File: src/rtl/uart_pkg.sv
// Shared UART definitions for the receiver (uart_rx) and the existing transmitter.
// Frame width, default bit timing and the receiver state encoding live here so
// both ends of the link agree on framing.
package uart_pkg;

    localparam int unsigned UART_DATA_BITS    = 8;
    localparam int unsigned UART_STOP_BITS    = 1;
    // 27 MHz system clock / 115200 baud
    localparam int unsigned UART_CLKS_PER_BIT = 234;

    typedef enum logic [2:0] {
        StIdle,
        StStart,
        StData,
        StParity,
        StStop,
        StBreakWait
    } uart_rx_state_e;

    // Even parity bit for a data word: 1 when the word has an odd number of ones.
    function automatic logic uart_even_parity(input logic [UART_DATA_BITS-1:0] data);
        return ^data;
    endfunction

endpackage

File: src/rtl/uart_rx_sync.sv
// Two-flop synchronizer for the asynchronous serial line. Resets to 1 so the
// line looks idle (no false start bit) while coming out of reset.
module uart_rx_sync (
    input  logic clk,
    input  logic rst,
    input  logic d_i,
    output logic q_o
);

    logic meta_q;
    logic sync_q;

    // Two-stage resynchronization of the raw line into the clk domain.
    always_ff @(posedge clk or negedge rst) begin
        if (!rst) begin
            meta_q <= 1'b1;
            sync_q <= 1'b1;
        end else begin
            meta_q <= d_i;
            sync_q <= meta_q;
        end
    end

    assign q_o = sync_q;

endmodule

File: src/rtl/uart_rx.sv
// 8-bit asynchronous serial receiver with a valid/ready holding register.
// Default framing is 8N1. Define UART_RX_PARITY_EN for 8E1 framing with
// parity checking; otherwise parity_err is tied low.
module uart_rx
    import uart_pkg::*;
#(
    parameter int unsigned CLKS_PER_BIT = UART_CLKS_PER_BIT,
    parameter int unsigned HALF_BIT     = CLKS_PER_BIT / 2
) (
    input  logic       clk,
    input  logic       rst,
    input  logic       rx,
    output logic [7:0] rx_data,
    output logic       rx_valid,
    input  logic       rx_ready,
    output logic       frame_err,
    output logic       overrun,
    output logic       parity_err,
    output logic       busy
);

    localparam int unsigned DW   = UART_DATA_BITS;
    localparam int unsigned CntW = $clog2(CLKS_PER_BIT);
    localparam int unsigned IdxW = $clog2(DW);

    localparam logic [CntW-1:0] CntLast = CntW'(CLKS_PER_BIT - 1);
    localparam logic [CntW-1:0] CntHalf = CntW'(HALF_BIT - 1);
    localparam logic [IdxW-1:0] IdxLast = IdxW'(DW - 1);

    logic rx_s;

    uart_rx_sync u_sync (
        .clk (clk),
        .rst (rst),
        .d_i (rx),
        .q_o (rx_s)
    );

    uart_rx_state_e  state_q, state_d;
    logic [CntW-1:0] cnt_q, cnt_d;
    logic [IdxW-1:0] bit_idx_q, bit_idx_d;
    logic [DW-1:0]   shift_q, shift_d;
    logic            done_q, done_d;
    logic            frame_err_q, frame_err_d;
    logic            parity_err_q, parity_err_d;

    logic [DW-1:0]   rx_data_q, rx_data_d;
    logic            rx_valid_q, rx_valid_d;
    logic            overrun_q, overrun_d;

`ifdef UART_RX_PARITY_EN
    logic            par_bad_q, par_bad_d;
`endif

    // Receive state machine: next state, counters, shift register and pulses.
    always_comb begin
        state_d      = state_q;
        cnt_d        = cnt_q;
        bit_idx_d    = bit_idx_q;
        shift_d      = shift_q;
        done_d       = 1'b0;
        frame_err_d  = 1'b0;
        parity_err_d = 1'b0;
`ifdef UART_RX_PARITY_EN
        par_bad_d    = par_bad_q;
`endif
        case (state_q)
            StIdle: begin
                if (!rx_s) begin
                    state_d = StStart;
                    cnt_d   = '0;
                end
            end
            StStart: begin
                if (cnt_q == CntHalf) begin
                    cnt_d = '0;
                    if (rx_s) begin
                        // Glitch shorter than half a bit: not a real start bit.
                        state_d = StIdle;
                    end else begin
                        state_d   = StData;
                        bit_idx_d = '0;
                    end
                end else begin
                    cnt_d = cnt_q + CntW'(1);
                end
            end
            StData: begin
                if (cnt_q == CntLast) begin
                    cnt_d   = '0;
                    shift_d = {rx_s, shift_q[DW-1:1]};
                    if (bit_idx_q == IdxLast) begin
`ifdef UART_RX_PARITY_EN
                        state_d = StParity;
`else
                        state_d = StStop;
`endif
                    end else begin
                        bit_idx_d = bit_idx_q + IdxW'(1);
                    end
                end else begin
                    cnt_d = cnt_q + CntW'(1);
                end
            end
`ifdef UART_RX_PARITY_EN
            StParity: begin
                if (cnt_q == CntLast) begin
                    cnt_d     = '0;
                    par_bad_d = rx_s ^ uart_even_parity(shift_q);
                    state_d   = StStop;
                end else begin
                    cnt_d = cnt_q + CntW'(1);
                end
            end
`endif
            StStop: begin
                if (cnt_q == CntLast) begin
                    cnt_d = '0;
                    if (rx_s) begin
                        // Re-arm immediately so a start bit right after stop is caught.
                        state_d = StIdle;
`ifdef UART_RX_PARITY_EN
                        if (par_bad_q) begin
                            parity_err_d = 1'b1;
                        end else begin
                            done_d = 1'b1;
                        end
`else
                        done_d = 1'b1;
`endif
                    end else begin
                        // Framing error takes precedence over any parity error.
                        frame_err_d = 1'b1;
                        state_d     = StBreakWait;
                    end
                end else begin
                    cnt_d = cnt_q + CntW'(1);
                end
            end
            StBreakWait: begin
                if (rx_s) begin
                    state_d = StIdle;
                end
            end
            default: begin
                state_d = StIdle;
            end
        endcase
    end

    // FSM and datapath registers.
    always_ff @(posedge clk or negedge rst) begin
        if (!rst) begin
            state_q      <= StIdle;
            cnt_q        <= '0;
            bit_idx_q    <= '0;
            shift_q      <= '0;
            done_q       <= 1'b0;
            frame_err_q  <= 1'b0;
            parity_err_q <= 1'b0;
        end else begin
            state_q      <= state_d;
            cnt_q        <= cnt_d;
            bit_idx_q    <= bit_idx_d;
            shift_q      <= shift_d;
            done_q       <= done_d;
            frame_err_q  <= frame_err_d;
            parity_err_q <= parity_err_d;
        end
    end

`ifdef UART_RX_PARITY_EN
    // Parity verdict held from the parity sample until the stop sample.
    always_ff @(posedge clk or negedge rst) begin
        if (!rst) begin
            par_bad_q <= 1'b0;
        end else begin
            par_bad_q <= par_bad_d;
        end
    end
`endif

    // Holding register: load completed byte, drain on ready, flag overrun.
    always_comb begin
        rx_data_d  = rx_data_q;
        rx_valid_d = rx_valid_q;
        overrun_d  = 1'b0;
        if (rx_valid_q && rx_ready) begin
            rx_valid_d = 1'b0;
        end
        if (done_q) begin
            if (rx_valid_q && !rx_ready) begin
                overrun_d = 1'b1;
            end else begin
                rx_data_d  = shift_q;
                rx_valid_d = 1'b1;
            end
        end
    end

    // Holding register state.
    always_ff @(posedge clk or negedge rst) begin
        if (!rst) begin
            rx_data_q  <= '0;
            rx_valid_q <= 1'b0;
            overrun_q  <= 1'b0;
        end else begin
            rx_data_q  <= rx_data_d;
            rx_valid_q <= rx_valid_d;
            overrun_q  <= overrun_d;
        end
    end

    assign rx_data    = rx_data_q;
    assign rx_valid   = rx_valid_q;
    assign frame_err  = frame_err_q;
    assign overrun    = overrun_q;
`ifdef UART_RX_PARITY_EN
    assign parity_err = parity_err_q;
`else
    assign parity_err = 1'b0;
`endif
    assign busy       = (state_q != StIdle);

endmodule

File: config.mk
export PLATFORM = sky130hd
export DESIGN_NAME = uart_rx
export DESIGN_NICKNAME = d
export VERILOG_FILES = /design/src/rtl/uart_pkg.sv /design/src/rtl/uart_rx_sync.sv /design/src/rtl/uart_rx.sv
export SDC_FILE = /design/constraint.sdc
export NUM_CORES = 1
export LEC_CHECK = 0
export ABC_AREA = 1
export BUFFER_PORTS_ARGS = -buffer_cell sky130_fd_sc_hd__buf_2
export CORE_ASPECT_RATIO = 0.5
export CORE_MARGIN = 2
export CORE_UTILIZATION = 45
export DETAILED_ROUTE_END_ITERATION = 16
export GPL_ROUTABILITY_DRIVEN = 0
export MAX_ROUTING_LAYER = met4
export SYNTH_ARGS = -nofsm -noshare
export SYNTH_HDL_FRONTEND = slang
export SYNTH_SLANG_ARGS = --single-unit
File: constraint.sdc
create_clock -name clk -period 2.2 [get_ports clk]
set_input_delay 0.44 -clock clk [delete_from_list [all_inputs] [get_ports clk]]
set_output_delay 0.44 -clock clk [all_outputs]
set_load 0.05 [all_outputs]
==> tab_implementation.tex, run 1 <==
\begin{tabular}{lr}
\hline
Metric & Value \\
\hline
\multicolumn{2}{l}{\textbf{Clock network}} \\
Number of levels the H-tree was split into & 2 \\
Post-cts resize count & 0 \\
Number of CTS-inserted buffers & 5 \\
TritonCTS clock tree & built \\
Number of buffers on the longest clock path & 2 \\
Root Buffer Master & sky130\_fd\_sc\_hd\_\_clkbuf\_8 \\
Setup fix buffers added after clock tree synthesis & 0 \\
Source-to-sink clock delay at the later pin of the worst-skew pair & 280 ps \\
Clock input transition at the sequential cells of the worst setup and hold paths & 80 ps \\
Post-cts hold buffer count & 0 \\
Number of sinks driven by the clock tree & 36 \\
\multicolumn{2}{l}{\textbf{Drt}} \\
Via count & 1,443 \\
Routed WL per cell & 10.8 um \\
DRT iter0 DRCs & 72 \\
Post-detailed-route via-to-cell ratio & 4.84 \\
Antenna violation net count after detailed routing & 0 \\
Router iterations before antenna repair & 4 \\
DRC viols & 0 \\
Final Routed Wirelength & 3230 um \\
\multicolumn{2}{l}{\textbf{Finish}} \\
Top library cells by usage in the layout, fill and taps aside & sky130\_fd\_sc\_hd\_\_nand2\_1 (76), sky130\_fd\_sc\_hd\_\_dfrtp\_1 (34), sky130\_fd\_sc\_hd\_\_inv\_1 (28), sky130\_fd\_sc\_hd\_\_nand3\_1 (22), sky130\_fd\_sc\_hd\_\_nor2\_1 (16) \\
Commonest non-fill, non-tap cell in the layout & sky130\_fd\_sc\_hd\_\_nand2\_1 \\
Share of layout cells above drive strength 1 & 18.0\% \\
Layout overhead on the synthesized area & 9.04\% \\
Post-layout net count & 252 \\
Final non-filler cell area & 0.00202 mm\^{}2 \\
Util after Layout & 51.6\% \\
Diode insertion count for antenna repair & 0 \\
Number of fillers in the final layout & 391 \\
\multicolumn{2}{l}{\textbf{Power and ir drop}} \\
Clock Power Share & 40.2\% \\
Register share of total power & 58.0\% \\
Worst VDD drop & 0.279 mV \\
Leak pwr & 1.09 nW \\
Total net switching power & 0.261 mW \\
Switching Share & 22.7\% \\
Internal portion of total power & 0.888 mW \\
Power, Total & 1.15 mW \\
Part of the total power dissipated in combinational logic & 1.8\% \\
Power per standard cell area & 568 mW/mm\^{}2 \\
\multicolumn{2}{l}{\textbf{Timing}} \\
Final hold vios & 0 \\
Relative slew slack & 48.7\% \\
Portion of the clock cycle consumed by the worst path in the final layout & 82.7\% \\
Fin worst setup slack & 380 ps \\
Post-route clock skew & 4.17 ps \\
Minimum period implied by the final worst setup slack & 1820 ps \\
Aggregate negative setup slack & 0 ps \\
Setup violations, final & 0 \\
Max Transition Viols Final & 0 \\
Max frequency & 0.549 GHz \\
Unrepaired setup endpoints after global routing & no \\
Transition at the pin with the smallest max-transition slack & 769 ps \\
\multicolumn{2}{l}{\textbf{Outcome}} \\
Result of the run & complete, no violations \\
\multicolumn{2}{l}{\textbf{Worst setup path}} \\
Startpoint type of the worst setup path & flop \\
Max FO, Critical Path & 16 \\
Max incr delay on CP & 560 ps \\
Worst flop-to-flop path endpoint & shift\_q[2]\$\_DFFE\_PN0P\_ \\
Worst setup path end & shift\_q[2]\$\_DFFE\_PN0P\_ \\
Worst Path Arrival & 2030 ps \\
Bufs and invs on worst path & 1 \\
Cell family with the largest share of critical-path delay & simple AND/OR/NAND/NOR gates \\
Crit end category & flop \\
Cells on worst reg2reg path & 8 \\
Critical-path cell list & inv\_1 -> ha\_1 -> nand2\_1 -> nor2\_4 -> nand2\_4 -> or2\_1 -> nand2\_1 -> o21ai\_2 \\
Most used cell, CP & sky130\_fd\_sc\_hd\_\_nand2\_1 \\
Launch instance of the worst register-to-register path & cnt\_q[1]\$\_DFFE\_PN0P\_ \\
Critical path start-end classification & reg -> reg \\
Crit. Startpoint & cnt\_q[1]\$\_DFFE\_PN0P\_ \\
Crit path required time & 2410 ps \\
Number of stages on the worst setup path & 8 \\
Slowest stage cell, crit path & sky130\_fd\_sc\_hd\_\_or2\_1 \\
Reg-to-reg slack, setup & 380 ps \\
\multicolumn{2}{l}{\textbf{GRT}} \\
Number of antenna violations at the first check in global routing & 0 \\
GRT busiest layer & met2 \\
Routing usage on met3 & 5.56\% \\
Largest net degree at the start of global routing & 37 \\
Global router's overall resource usage & 16.2\% \\
Vias in the first global route & 1,246 \\
Overflow left after global routing & 0 \\
Routing usage on met2 & 24.3\% \\
Met1 track demand over resource & 21.2\% \\
Wire length of the first global-routing pass & 5670 um \\
\multicolumn{2}{l}{\textbf{Min path}} \\
Class of the most critical hold timing path & in -> async \\
\multicolumn{2}{l}{\textbf{Placement}} \\
Standard cell area after detailed placement & 0.00194 mm\^{}2 \\
Placed wire-length estimate & 2340 um \\
DP Worst Slack & 395 ps \\
Number of port buffers & 15 \\
\multicolumn{2}{l}{\textbf{Yosys}} \\
Instance count of the mapped netlist & 226 \\
Post-synth EDFFs & 0 \\
Yosys warnings & 0 \\
Number of library cell types mapped by synthesis & 24 \\
Top\_reg\_cell synth & sky130\_fd\_sc\_hd\_\_dfrtp\_1 \\
Asr flop ratio synth & 100\% \\
Synth Area per Inst & 8.21 um\^{}2 \\
Area of the mapped netlist & 0.00186 mm\^{}2 \\
Sequential element share of the synthesized area & 48.7\% \\
Syn nets & 235 \\
Number of storage elements in the synthesis netlist & 36 \\
\multicolumn{2}{l}{\textbf{Die}} \\
Floorplan die area & 0.00468 mm\^{}2 \\
Boundary pin count & 17 \\
Core area & 0.00392 mm\^{}2 \\
Die boundary height & 49.4 um \\
Starting density of the core & 47.3\% \\
Die span in x & 94.8 um \\
\# rows & 16 \\
\multicolumn{2}{l}{\textbf{Flow run}} \\
Maximum Capacitance Violations & 0 \\
\hline
\end{tabular}
## cell families after synthesis
group,count (synthesis),synth area share [%]
other cells,1,0.202
compound gates,19,7.22
flops,36,48.7
simple gates,130,30.7
buf+inv,34,9.24
fa+ha+maj,5,3.37
mux,1,0.607
## stage by stage
stage	std cells	hold slack, ps
finish	298	224
global route	298	231
CTS	298	237
detailed placement	290	351
global placement	290	347
floorplan	226	144
## worst min-delay path by stage
stage                                     endpoint  slack, ps                    start
final                         cnt_q[5]$_DFFE_PN0P_        220                      rst
after CTS                  u_sync.meta_q$_DFF_PN1_        240                       rx
after floorplan           bit_idx_q[0]$_DFFE_PN0P_        140                      rst
after global routing       u_sync.meta_q$_DFF_PN1_        230                       rx
after global placement        u_sync.q_o$_DFF_PN1_        350  u_sync.meta_q$_DFF_PN1_
after detailed placement      u_sync.q_o$_DFF_PN1_        350  u_sync.meta_q$_DFF_PN1_
## power by group through the flow
stage,sequential [mW],clock [mW],combinational (mW)
floorplan,0.679,0,0.00804
global route,0.666,0.520,0.0257
detailed placement,0.679,0,0.0229
finish,0.666,0.462,0.0212
CTS,0.666,0.481,0.0229
global placement,0.679,0,0.0228
## Yosys cell counts, types with 2 or more instances
master	n	area, um^2
sky130_fd_sc_hd__nor2_1	16	60.1
sky130_fd_sc_hd__o21ai_2	9	78.8
sky130_fd_sc_hd__nand4_1	6	37.5
sky130_fd_sc_hd__dfrtp_1	34	851
sky130_fd_sc_hd__o21bai_1	2	15.0
sky130_fd_sc_hd__dfstp_2	2	52.6
sky130_fd_sc_hd__o21ai_0	8	40.0
sky130_fd_sc_hd__buf_12	2	40.0
sky130_fd_sc_hd__ha_1	5	62.6
sky130_fd_sc_hd__nor2_4	2	22.5
sky130_fd_sc_hd__inv_1	28	105
sky130_fd_sc_hd__nand2_1	76	285
sky130_fd_sc_hd__nand3_1	22	110
sky130_fd_sc_hd__nand2_2	4	25.0
## per-layer routing
metal	routed length [um]	vias to the layer above
met4	14	0
met3	188	2
met1	1640	668
met5	0	-
met2	1390	30
li1	-	743
## sequential cells by signal, indices dropped and copies added, names as in the netlist
signal / count
rx_valid: 1
shift_q: 8
frame_err: 1
rx_data: 8
done_q: 1
cnt_q: 8
bit_idx_q: 3
u_sync.meta_q: 1
overrun: 1
state_q: 3
u_sync.q_o: 1
## cell type report
| type | instances | area (um^2) | area share (%) |
|---|---|---|---|
| tap | 54 | 67.6 | 3.34 |
| clock buffer | 5 | 68.8 | 3.40 |
| clock inverter | 3 | 18.8 | 0.928 |
| sequential | 36 | 903 | 44.7 |
| timing repair buffer | 15 | 75.1 | 3.71 |
| inverter | 29 | 109 | 5.38 |
| multi-input combinational | 156 | 781 | 38.6 |
Power figures use the tool's default switching activity.
==> run 2, diff against run 1 <==
Settings changed: PLACE_DENSITY set to 0.66.
Clock period 2.2 ns to 1.5 ns, I/O delays scaled along.
==> tab_implementation.tex, run 2 (same netlist as run 1, synthesis figures left out) <==
\begin{tabular}{lr}
\hline
Metric & Value \\
\hline
\multicolumn{2}{l}{\textbf{Die}} \\
Die span in x & 94.8 um (unchanged) \\
\# rows & 16 (unchanged) \\
Boundary pin count & 17 (unchanged) \\
Starting density of the core & 47.3\% (unchanged) \\
Die boundary height & 49.4 um (unchanged) \\
Core area & 0.00392 mm\^{}2 (unchanged) \\
Floorplan die area & 0.00468 mm\^{}2 (unchanged) \\
\multicolumn{2}{l}{\textbf{Timing}} \\
Setup violations, final & 0 (unchanged) \\
Minimum period implied by the final worst setup slack & 1460 ps (-362 ps) \\
Unrepaired setup endpoints after global routing & yes \\
Max frequency & 0.686 GHz (+25\%) \\
Portion of the clock cycle consumed by the worst path in the final layout & 97.2\% (+14 points) \\
Fin worst setup slack & 41.5 ps (-338 ps) \\
Final hold vios & 0 (unchanged) \\
Post-route clock skew & 7.84 ps (+3.67 ps) \\
Hold Worst Slack & 101 ps (-124 ps) \\
Max Transition Viols Final & 0 (unchanged) \\
Aggregate negative setup slack & 0 ps (unchanged) \\
\multicolumn{2}{l}{\textbf{GRT}} \\
Routing usage on met2 & 25.3\% (+0.95 points) \\
Vias in the first global route & 1,353 (+8.6\%) \\
Largest net degree at the start of global routing & 37 (unchanged) \\
Met1 track demand over resource & 21.8\% (+0.51 points) \\
Wire length of the first global-routing pass & 5910 um (+4.1\%) \\
Number of antenna violations at the first check in global routing & 0 (unchanged) \\
Overflow left after global routing & 0 (unchanged) \\
Routing usage on met3 & 5.10\% (-0.46 points) \\
Global router's overall resource usage & 16.8\% (+0.62 points) \\
GRT busiest layer & met2 \\
\multicolumn{2}{l}{\textbf{Finish}} \\
Commonest non-fill, non-tap cell in the layout & sky130\_fd\_sc\_hd\_\_nand2\_1 \\
Post-layout net count & 267 (+6.0\%) \\
Diode insertion count for antenna repair & 0 (unchanged) \\
Top library cells by usage in the layout, fill and taps aside & sky130\_fd\_sc\_hd\_\_nand2\_1 (64), sky130\_fd\_sc\_hd\_\_dfrtp\_1 (31), sky130\_fd\_sc\_hd\_\_inv\_1 (25), sky130\_fd\_sc\_hd\_\_nand3\_1 (20), sky130\_fd\_sc\_hd\_\_nand2\_2 (16) \\
Layout overhead on the synthesized area & 21.6\% \\
Share of layout cells above drive strength 1 & 32.4\% (+14 points) \\
Count of non-filler cells in the finished layout & 313 (+5.0\%) \\
Util after Layout & 57.5\% (+6.0 points) \\
Final non-filler cell area & 0.00226 mm\^{}2 (+12\%) \\
\multicolumn{2}{l}{\textbf{Placement}} \\
Number of port buffers & 15 (unchanged) \\
Placed wire-length estimate & 2420 um (+3.6\%) \\
Standard cell area after detailed placement & 0.00205 mm\^{}2 (+5.7\%) \\
Placed cells & 301 (+3.8\%) \\
DP Worst Slack & 2.71 ps (-392 ps) \\
\multicolumn{2}{l}{\textbf{Worst setup path}} \\
Most used cell, CP & sky130\_fd\_sc\_hd\_\_nand2\_2 \\
Max FO, Critical Path & 8 (-8) \\
Launch instance of the worst register-to-register path & cnt\_q[1]\$\_DFFE\_PN0P\_ \\
Max incr delay on CP & 400 ps (-160 ps) \\
Cells on worst reg2reg path & 8 (unchanged) \\
Crit end category & flop \\
Critical path start-end classification & reg -> reg \\
Critical-path cell list & inv\_2 -> ha\_2 -> nand2\_2 -> nor2\_4 -> nand2\_4 -> or2\_4 -> nand2\_2 -> o21ai\_2 \\
Worst flop-to-flop path endpoint & shift\_q[4]\$\_DFFE\_PN0P\_ \\
Crit. Startpoint & cnt\_q[1]\$\_DFFE\_PN0P\_ \\
Crit path required time & 1680 ps (-730 ps) \\
Slowest stage cell, crit path & sky130\_fd\_sc\_hd\_\_dfrtp\_1 \\
Startpoint type of the worst setup path & flop \\
Reg-to-reg slack, setup & 40 ps (-340 ps) \\
Worst Path Arrival & 1630 ps (-400 ps) \\
\multicolumn{2}{l}{\textbf{Power and ir drop}} \\
Internal portion of total power & 1.48 mW (+67\%) \\
Total net switching power & 0.391 mW (+50\%) \\
Power per standard cell area & 829 mW/mm\^{}2 (+46\%) \\
Worst VDD drop & 0.403 mV (+45\%) \\
Register share of total power & 52.2\% (-5.8 points) \\
Power, Total & 1.87 mW (+63\%) \\
Switching Share & 20.9\% (-1.8 points) \\
Clock Power Share & 45.6\% (+5.4 points) \\
Leak pwr & 1.17 nW (+7.3\%) \\
Part of the total power dissipated in combinational logic & 2.2\% (+0.4 points) \\
\multicolumn{2}{l}{\textbf{Min path}} \\
Hold Path Cell Cnt & 1 \\
Hold-critical path endpoint & u\_sync.meta\_q\$\_DFF\_PN1\_ \\
Class of the most critical hold timing path & in -> reg \\
Hold Startpoint & rx \\
\multicolumn{2}{l}{\textbf{Drt}} \\
Router iterations before antenna repair & 4 (unchanged) \\
Routed WL per cell & 11.8 um (+8.8\%) \\
DRC viols & 0 (unchanged) \\
Final Routed Wirelength & 3690 um (+14\%) \\
Antenna violation net count after detailed routing & 0 (unchanged) \\
Post-detailed-route via-to-cell ratio & 4.90 (+1.1\%) \\
DRT iter0 DRCs & 60 (-17\%) \\
Via count & 1,533 (+6.2\%) \\
\multicolumn{2}{l}{\textbf{Clock network}} \\
Number of CTS-inserted buffers & 5 (unchanged) \\
TritonCTS clock tree & built \\
Root Buffer Master & sky130\_fd\_sc\_hd\_\_clkbuf\_8 \\
Number of sinks driven by the clock tree & 36 (unchanged) \\
Number of buffers on the longest clock path & 2 (unchanged) \\
Number of levels the H-tree was split into & 2 (unchanged) \\
Clock input transition at the sequential cells of the worst setup and hold paths & 80 ps (about the same) \\
Source-to-sink clock delay at the later pin of the worst-skew pair & 290 ps (about the same) \\
\multicolumn{2}{l}{\textbf{Flow run}} \\
Maximum Capacitance Violations & 0 (unchanged) \\
\multicolumn{2}{l}{\textbf{Outcome}} \\
Result of the run & complete, no violations \\
\hline
\end{tabular}
## run 2: metal layers
metal  wire (um)  up-vias
met5           0        -
met4          57        0
met3         211        9
met2        1660       45
met1        1770      713
li1            -      766
## run 2: layout make-up
| class | instances | area, um^2 |
|---|---|---|
| Multi-Input combinational cell | 157 | 865 |
| Clock inverter | 2 | 35.0 |
| Tap cell | 54 | 67.6 |
| Fill cell | 352 | 1670 |
| Sequential cell | 36 | 907 |
| Inverter | 29 | 109 |
| Clock buffer | 6 | 72.6 |
| Timing Repair Buffer | 29 | 201 |
## run 2: worst max-delay path by stage
stage                                to  slack [ps]  cells past startpoint
2_1_floorplan    shift_q[5]$_DFFE_PN0P_         -40                     10
3_3_place_gp     shift_q[7]$_DFFE_PN0P_          50                      9
3_5_place_dp     shift_q[4]$_DFFE_PN0P_           3                      9
4_1_cts          shift_q[4]$_DFFE_PN0P_           2                      9
5_1_grt        bit_idx_q[0]$_DFFE_PN0P_         -50                      6
6_report         shift_q[4]$_DFFE_PN0P_          40                      8
## run 2: repair_timing
action                     CTS  global route
setup endpoints to repair    5            23
hold buffers                 1             0
gates cloned                 0             1
setup buffers                0             3
hold endpoints to repair    34             0
pin swaps                    0             7
gates resized for setup      2            32
## run 2: power groups by stage
stage	Sequential, mW	Combinational, mW	Clock [mW]
after floorplan	0.995	0.0118	0
after global placement	0.995	0.0395	0
after detailed placement	0.996	0.0401	0
after CTS	0.977	0.0420	0.865
after global routing	0.977	0.0471	0.908
final	0.977	0.0404	0.853
## run 2: worst max-delay path: cells and delay by family, from the launching register on
family	cells	cell delay, ps
and+or+nand+nor	5	680
buffers and inverters	1	60
AOI/OAI and AO/OA	1	50
DFF	1	400
adders and majority gates	1	160
